<file path="config.mk">
export PLATFORM = sky130hd
export DESIGN_NAME = iob_mem_tiled_ctrl
export DESIGN_NICKNAME = d
export VERILOG_FILES = /design/src/rtl/iob_mem_tiled_ctrl.sv
export SDC_FILE = /design/constraint.sdc
export NUM_CORES = 1
export LEC_CHECK = 0
export CORE_ASPECT_RATIO = 1.4
export CORE_MARGIN = 3
export CORE_UTILIZATION = 38
export DETAILED_ROUTE_END_ITERATION = 12
export MAX_ROUTING_LAYER = met4
export PLACE_DENSITY = 0.8
export REMOVE_ABC_BUFFERS = 1
export SYNTH_ARGS = -nofsm -noshare
export SYNTH_HDL_FRONTEND = slang
export SYNTH_SLANG_ARGS = --single-unit
</file>
<file path="constraint.sdc">
create_clock -name clk -period 1.8 [get_ports clk]
set_input_delay 0.45 -clock clk [delete_from_list [all_inputs] [get_ports clk]]
set_output_delay 0.45 -clock clk [all_outputs]
set_load 0.03 [all_outputs]
</file>
<file path="src/rtl/iob_mem_tiled_ctrl.sv">
// iob_mem_tiled_ctrl: shares one tiled single-address 2-port memory between N_REQ valid/ready masters.
// Define MEM_ARB_RR_EN for round-robin arbitration; otherwise fixed priority (lowest index wins).
module iob_mem_tiled_ctrl #(
  parameter int N_REQ  = 2,
  parameter int DATA_W = 32,
  parameter int ADDR_W = 15,
  parameter int IDX_W  = (N_REQ > 1) ? $clog2(N_REQ) : 1
) (
  input  logic                    clk,
  input  logic                    rst_n,
  input  logic [N_REQ-1:0]        req_valid,
  input  logic [N_REQ-1:0]        req_we,
  input  logic [N_REQ*ADDR_W-1:0] req_addr,
  input  logic [N_REQ*DATA_W-1:0] req_wdata,
  output logic [N_REQ-1:0]        req_ready,
  output logic [N_REQ-1:0]        rsp_valid,
  output logic [DATA_W-1:0]       rsp_rdata,
  output logic                    mem_w_en,
  output logic                    mem_r_en,
  output logic [ADDR_W-1:0]       mem_addr,
  output logic [DATA_W-1:0]       mem_data_in,
  input  logic [DATA_W-1:0]       mem_data_out
);
  typedef enum logic [1:0] {IDLE, ISSUE, RD_HOLD} state_t;
  state_t state, state_nx;
  logic              cmd_we;
  logic [ADDR_W-1:0] cmd_addr;
  logic [DATA_W-1:0] cmd_wdata;
  logic [IDX_W-1:0]  cmd_id, win;
  logic              grant;
  // Gated by rst_n so req_ready reads 0 while reset is held.
  assign grant = rst_n && state == IDLE && |req_valid;
  assign req_ready = grant ? N_REQ'(1) << win : '0;
`ifdef MEM_ARB_RR_EN
  logic [IDX_W-1:0] last_grant;
  // Scan from farthest to nearest after last_grant so the nearest valid requester wins.
  always_comb begin
    win = '0;
    for (int k = N_REQ; k >= 1; k--)
      if (req_valid[(int'(last_grant) + k) % N_REQ]) win = IDX_W'((int'(last_grant) + k) % N_REQ);
  end
  always_ff @(posedge clk or negedge rst_n)
    if (!rst_n) last_grant <= IDX_W'(N_REQ - 1);
    else if (grant) last_grant <= win;
`else
  always_comb begin
    win = '0;
    for (int k = N_REQ - 1; k >= 0; k--)
      if (req_valid[k]) win = IDX_W'(k);
  end
`endif
  always_comb begin
    state_nx = state == IDLE  ? (|req_valid ? ISSUE : IDLE) :
               state == ISSUE ? (cmd_we ? IDLE : RD_HOLD) : IDLE;
    mem_w_en = state == ISSUE && cmd_we;
    mem_r_en = state == ISSUE && !cmd_we;
  end
  // Address stays on cmd_addr through RD_HOLD: the memory's bank mux follows the live address.
  assign mem_addr    = cmd_addr;
  assign mem_data_in = cmd_wdata;
  always_ff @(posedge clk or negedge rst_n)
    if (!rst_n) begin
      state     <= IDLE;
      cmd_we    <= 1'b0;
      cmd_addr  <= '0;
      cmd_wdata <= '0;
      cmd_id    <= '0;
      rsp_valid <= '0;
      rsp_rdata <= '0;
    end else begin
      state     <= state_nx;
      rsp_valid <= '0;
      if (grant) begin
        cmd_we    <= req_we[win];
        cmd_addr  <= req_addr[win*ADDR_W +: ADDR_W];
        cmd_wdata <= req_wdata[win*DATA_W +: DATA_W];
        cmd_id    <= win;
      end
      if (state == RD_HOLD) begin
        rsp_rdata <= mem_data_out;
        rsp_valid <= N_REQ'(1) << cmd_id;
      end
    end
endmodule

</file>
==> results.cfg, run 1 <==
[global_route]
grt_pass1_wl_um = 16570
grt_use_total = 0.1941
antenna_found_initial = 0
grt_max_degree = 86
first_global_vias = 3240
overflow = 0

[pwr]
p_per_area_mw_per_mm2 = 1668
p_leak_uw = 0.002847
ir_drop_uv = 1074

[finish]
diodes = 0
design_area_mm2 = 0.006489
drive_gt1_frac = 0.3586
area_growth_pct = 70.26
nFillCells = 758
final_cell_mix = 128 x clkdlybuf4s50_1, 119 x mux2_2, 84 x dfrtp_1
final_common_cell = clkdlybuf4s50_1
final_core_utilization = 0.6747
multiInputGateArea_mm2 = 0.001600
fin_nets = 601
regArea_mm2 = 0.002128

[timing]
rsz0062_at_grt = yes
finalHoldViolCount = 0
fin_worst_skew_ns = 0.003959
min_period_ns = 1.850
tightest_slew_ns = 1.037
fin_crit_sh = 1.028
timing.final.ws_setup_ns = -0.05030
slew_violations = 0
max_slew_margin = 0.3087
finalSetupViolations = 2
max_freq_mhz = 540.5

[worst_setup_path]
arrival_ns = 1.40
crit_required_ns = 1.35
startpoint_type = flop
r2r-start = state[0]
rrSetupSlack_ns = 0.21
r2r_end = mem_data_in[20]
end_kind = output pin
rr_worst_depth = 4
worstSetupPathType = flop to output pin
path_max_fanout = 3

[run_status]
violations = negative setup slack
status = finished, violations left

[logic_synthesis]
synth-async-reset-ratio = 1.000
synth_ff_type = dfrtp_1
synth_top_area_share = 0.5581
synth_cell_types = 16
syn_avg_cell_area_um2 = 15.75
syn_area_mm2 = 0.003811
ys_ff_latch = 85
synth_edf_count = 0
ys_warn_count = 0
syn_inst = 242
yosys.area.top_type = dfrtp_1
seq_area_frac_synth = 0.5581
synth_area_leaders = dfrtp_1 56%, mux2_2 35%, mux2_4 3.5%, buf_6 1.5%, buf_2 1.2%

[routing]
drc = 0
avgViaCountPerCell = 4.710
avgRoutedWirePerCell_um = 17.34
drt_iter0_drc = 69
ant_nets = 0
drt-pass1-iter-count = 3
vias = 2854
routed_wl_um = 10510

[placement]
io_buffers = 216
placed_cell_area_mm2 = 0.006148
hpwl_um = 7875
place_congestion = 0.7651

[clock_tree]
cts_sinks = 85
htreeDepth = 3
path_clk_slew_ns = 0.06
cts_tree = built
cts_root_buffer = clkbuf_16
insertion_delay_ns = 0.33
cts_hold_buffers = 0
cts-buffers-inserted = 9
cts_buffer_depth = 2

[floorplanning]
pin_count = 217
die_w_um = 90.64
start_util = 0.3963
placement_rows = 42
dieArea_mm2 = 0.01128
core_mm2 = 0.009617
die_h_um = 124.5

[hold_path]
hp-class = primary input to asynchronous set/reset pin

[run]
drv_cap = 0
synthesized netlist by cell type, types with 2 or more instances:
library cell	number
nor3b_1	2
buf_6	5
buf_2	9
mux2_4	9
nor2_1	3
dfrtp_1	85
mux2_2	119
nor2b_1	2
where the power goes:
part,leakage (µW),internal [µW],total (µW),switching [µW]
registers,0.00100,2890,3350,457
logic,0.00169,2450,5600,3150
clock network,0.000152,1190,1880,693
logic make-up after synthesis:
logic type | Yosys count | share of synthesized area
flops | 85 | 0.5581
buf+inv | 16 | 0.02856
simple gates | 12 | 0.02331
mux | 129 | 0.3900
per-stage QoR:
stage	TNS, ns	power (µW)	hold slack [ns]	setup slack, ns	std cells
6_report	-0.09375	10820	0.4215	-0.05030	606
5_1_grt	-0.1735	11380	0.4826	-0.08497	606
4_1_cts	-0.08221	10960	0.4478	-0.05170	606
3_5_place_dp	-18.27	9671	0.4443	-0.3802	584
3_3_place_gp	-16.95	9514	0.4358	-0.3443	584
2_1_floorplan	-87.30	6847	0.1544	-1.918	227
how the worst max path moves through the flow:
stage / from / end
floorplan: req_valid[0] / req_ready[0]
global placement: req_valid[0] / mem_data_in[24]
detailed placement: req_valid[0] / mem_data_in[20]
CTS: state[0] / req_ready[0]
global route: state[0] / req_ready[1]
finish: state[0] / req_ready[1]
critical path: stages, from the launching register on:
cell     delay [ns]
dfrtp_2        0.43
nor4b_4        0.31
and2_1         0.19
buf_6          0.14
layout make-up:
class	instances	area share
Inverter	1	0.0005785
Multi-Input combinational cell	141	0.2466
Sequential cell	85	0.3280
Clock inverter	3	0.006556
Timing Repair Buffer	231	0.3511
Clock buffer	13	0.04165
Tap cell	132	0.02545
state kept, by name (all words and copies together) (netlist names):
signal	count
state	2
cmd_id	1
rsp_rdata	32
mem_addr	15
rsp_valid	2
mem_data_in	32
cmd_we	1
per-layer routing:
| layer | global-route usage | up-vias | share of wire |
|---|---|---|---|
| li1 | - | 1316 | - |
| met1 | 0.1941 | 1388 | 0.36 |
| met2 | 0.3478 | 132 | 0.54 |
| met3 | 0.06163 | 18 | 0.075 |
| met4 | 0.07484 | 0 | 0.026 |
| met5 | - | - | 0 |
what timing repair did:
action | 4_1_cts | 5_1_grt
gates cloned | 2 | 0
gates resized for setup | 86 | 6
endpoints found under the setup margin | 112 | 5
buffers inserted | 4 | 0
pin swaps | 1 | 0
endpoints found under the hold margin | 0 | 0
(Power assumes the default switching activity.)
==> run 2, diff against run 1 <==
CORE_ASPECT_RATIO = 1.75   (was 1.4)
GPL_TIMING_DRIVEN = 1   (was not set)
==> results.cfg, run 2 (synthesis results as in run 1) <==
[timing]
fin_worst_skew_ns = 0.006016
whs_ns = 0.1873
max_freq_mhz = 519.1
max_slew_margin = 0.6049
tightest_slew_ns = 0.5926
min_period_ns = 1.926
rsz0062_at_grt = yes
slew_violations = 0
fin_crit_sh = 1.070
timing.final.ws_setup_ns = -0.1263
finalSetupTns_ns = -0.2445
finalSetupViolations = 2
finalHoldViolCount = 0

[clock_tree]
path_clk_slew_ns = 0.06
cts-buffers-inserted = 9
insertion_delay_ns = 0.33
cts_sinks = 85
cts_tree = built
cts_root_buffer = clkbuf_16
htreeDepth = 3
cts_buffer_depth = 2
cts_hold_buffers = 0

[worst_setup_path]
cp_slowest_cell = nor4b_4
cp_top_family = simple AND/OR/NAND/NOR gates
path_buf_inv = 2
crit_required_ns = 1.35
r2r_end = mem_data_in[27]
r2r-start = state[1]
cp_slowest_stage_delay_ns = 0.37
worstSetupStartpoint = req_valid[1]
rrSetupSlack_ns = 0.19
arrival_ns = 1.48
worstSetupPathType = primary input to output pin
startpoint_type = primary input
rr_worst_depth = 3
crit_chain = dlygate4sd2_1, nor2_2, nor4b_4, nor2b_1, buf_4
critPathCapture = req_ready[0]
path_max_fanout = 4
critical_path_depth = 5
end_kind = output pin

[global_route]
grt_pass1_wl_um = 15840
overflow = 0
grt_util_met3 = 0.05534
use_met1 = 0.1772
met2_usage = 0.3611
grt_max_degree = 48
grt_use_total = 0.1911
first_global_vias = 3138
busiest_layer = met2
antenna_found_initial = 0

[run_status]
status = finished, violations left
violations = negative setup slack

[pwr]
p_per_area_mw_per_mm2 = 1673
totalPowerFinal_uw = 10630
p_leak_uw = 0.002811
ir_drop_uv = 938.3

[routing]
routed_wl_um = 10580
drt-pass1-iter-count = 4
ant_nets = 0
avgRoutedWirePerCell_um = 17.89
vias = 2795
drt_iter0_drc = 81
avgViaCountPerCell = 4.729
drc = 0

[floorplanning]
placement_rows = 47
core_mm2 = 0.009644
die_h_um = 138.5
dieArea_mm2 = 0.01131
die_w_um = 81.71
start_util = 0.3952
pin_count = 217

[finish]
nFillCells = 795
design_area_mm2 = 0.006350
area_growth_pct = 66.61
drive_gt1_frac = 0.3475
fin_nets = 596
diodes = 0
final_core_utilization = 0.6584
final_common_cell = clkdlybuf4s50_1
final_cell_mix = 128 x clkdlybuf4s50_1, 119 x mux2_2, 84 x dfrtp_1

[placement]
place_congestion = 0.7725
placed_cell_area_mm2 = 0.006123
io_buffers = 216
hpwl_um = 8485

[run]
drv_cap = 0

[hold_path]
hp-class = primary input to asynchronous set/reset pin
## run 2: changes by cell type in the layout (fill, tap and decap cells not counted), sizes merged
cell	change
buf	-3
bufbuf	-2
bufinv	-1
clkdlybuf4s15	-1
clkinvlp	+1
dlygate4sd2	-4
dlymetal6s2s	+5
## run 2: worst min path at each step
stage / slack (ns) / endpoint / start
global route: 0.23 / mem_data_in[19] / rst_n
CTS: 0.20 / mem_data_in[19] / rst_n
finish: 0.19 / mem_addr[13] / rst_n
detailed placement: 0.45 / rsp_valid[0] / cmd_id
global placement: 0.44 / rsp_valid[0] / cmd_id
floorplan: 0.15 / cmd_id / rst_n
## run 2: layout make-up
| class | count | area (µm²) | area share |
|---|---|---|---|
| Multi-Input combinational cell | 141 | 1593 | 0.2508 |
| Sequential cell | 85 | 2128 | 0.3352 |
| Inverter | 1 | 3.754 | 0.0005911 |
| Clock inverter | 3 | 20.02 | 0.003153 |
| Tap cell | 122 | 152.6 | 0.02404 |
| Timing Repair Buffer | 226 | 2192 | 0.3452 |
| Clock buffer | 13 | 260.3 | 0.04099 |
## run 2: repair_timing
action	CTS	global route
gates resized for setup	80	8
setup endpoints to repair	102	10
pin swaps	1	1
setup buffers	1	0
gates cloned	0	0
## run 2: metrics by stage
stage | std cells | setup slack (ns)
floorplan | 227 | -1.918
detailed placement | 574 | -0.4060
global route | 591 | -0.2034
CTS | 591 | -0.1512
global placement | 574 | -0.3627
finish | 591 | -0.1263
## run 2: worst register-to-register path, cell delays in order, from the launching register on
cell     delay [ns]
dfrtp_1        0.40
nor4b_4        0.39
buf_4          0.33
mux2_2         0.38
## run 2: where the power goes
| part | internal (µW) | switching, µW |
|---|---|---|
| Sequential | 2890 | 470 |
| Clock | 1010 | 694 |
| Combinational | 2410 | 3150 |
| Total | 6310 | 4310 |
## run 2: metal layers
| metal | part of all wire | wire length [µm] |
|---|---|---|
| met5 | 0 | 0 |
| met4 | 0.018 | 187 |
| met3 | 0.085 | 898 |
| met2 | 0.57 | 6057 |
| met1 | 0.32 | 3432 |
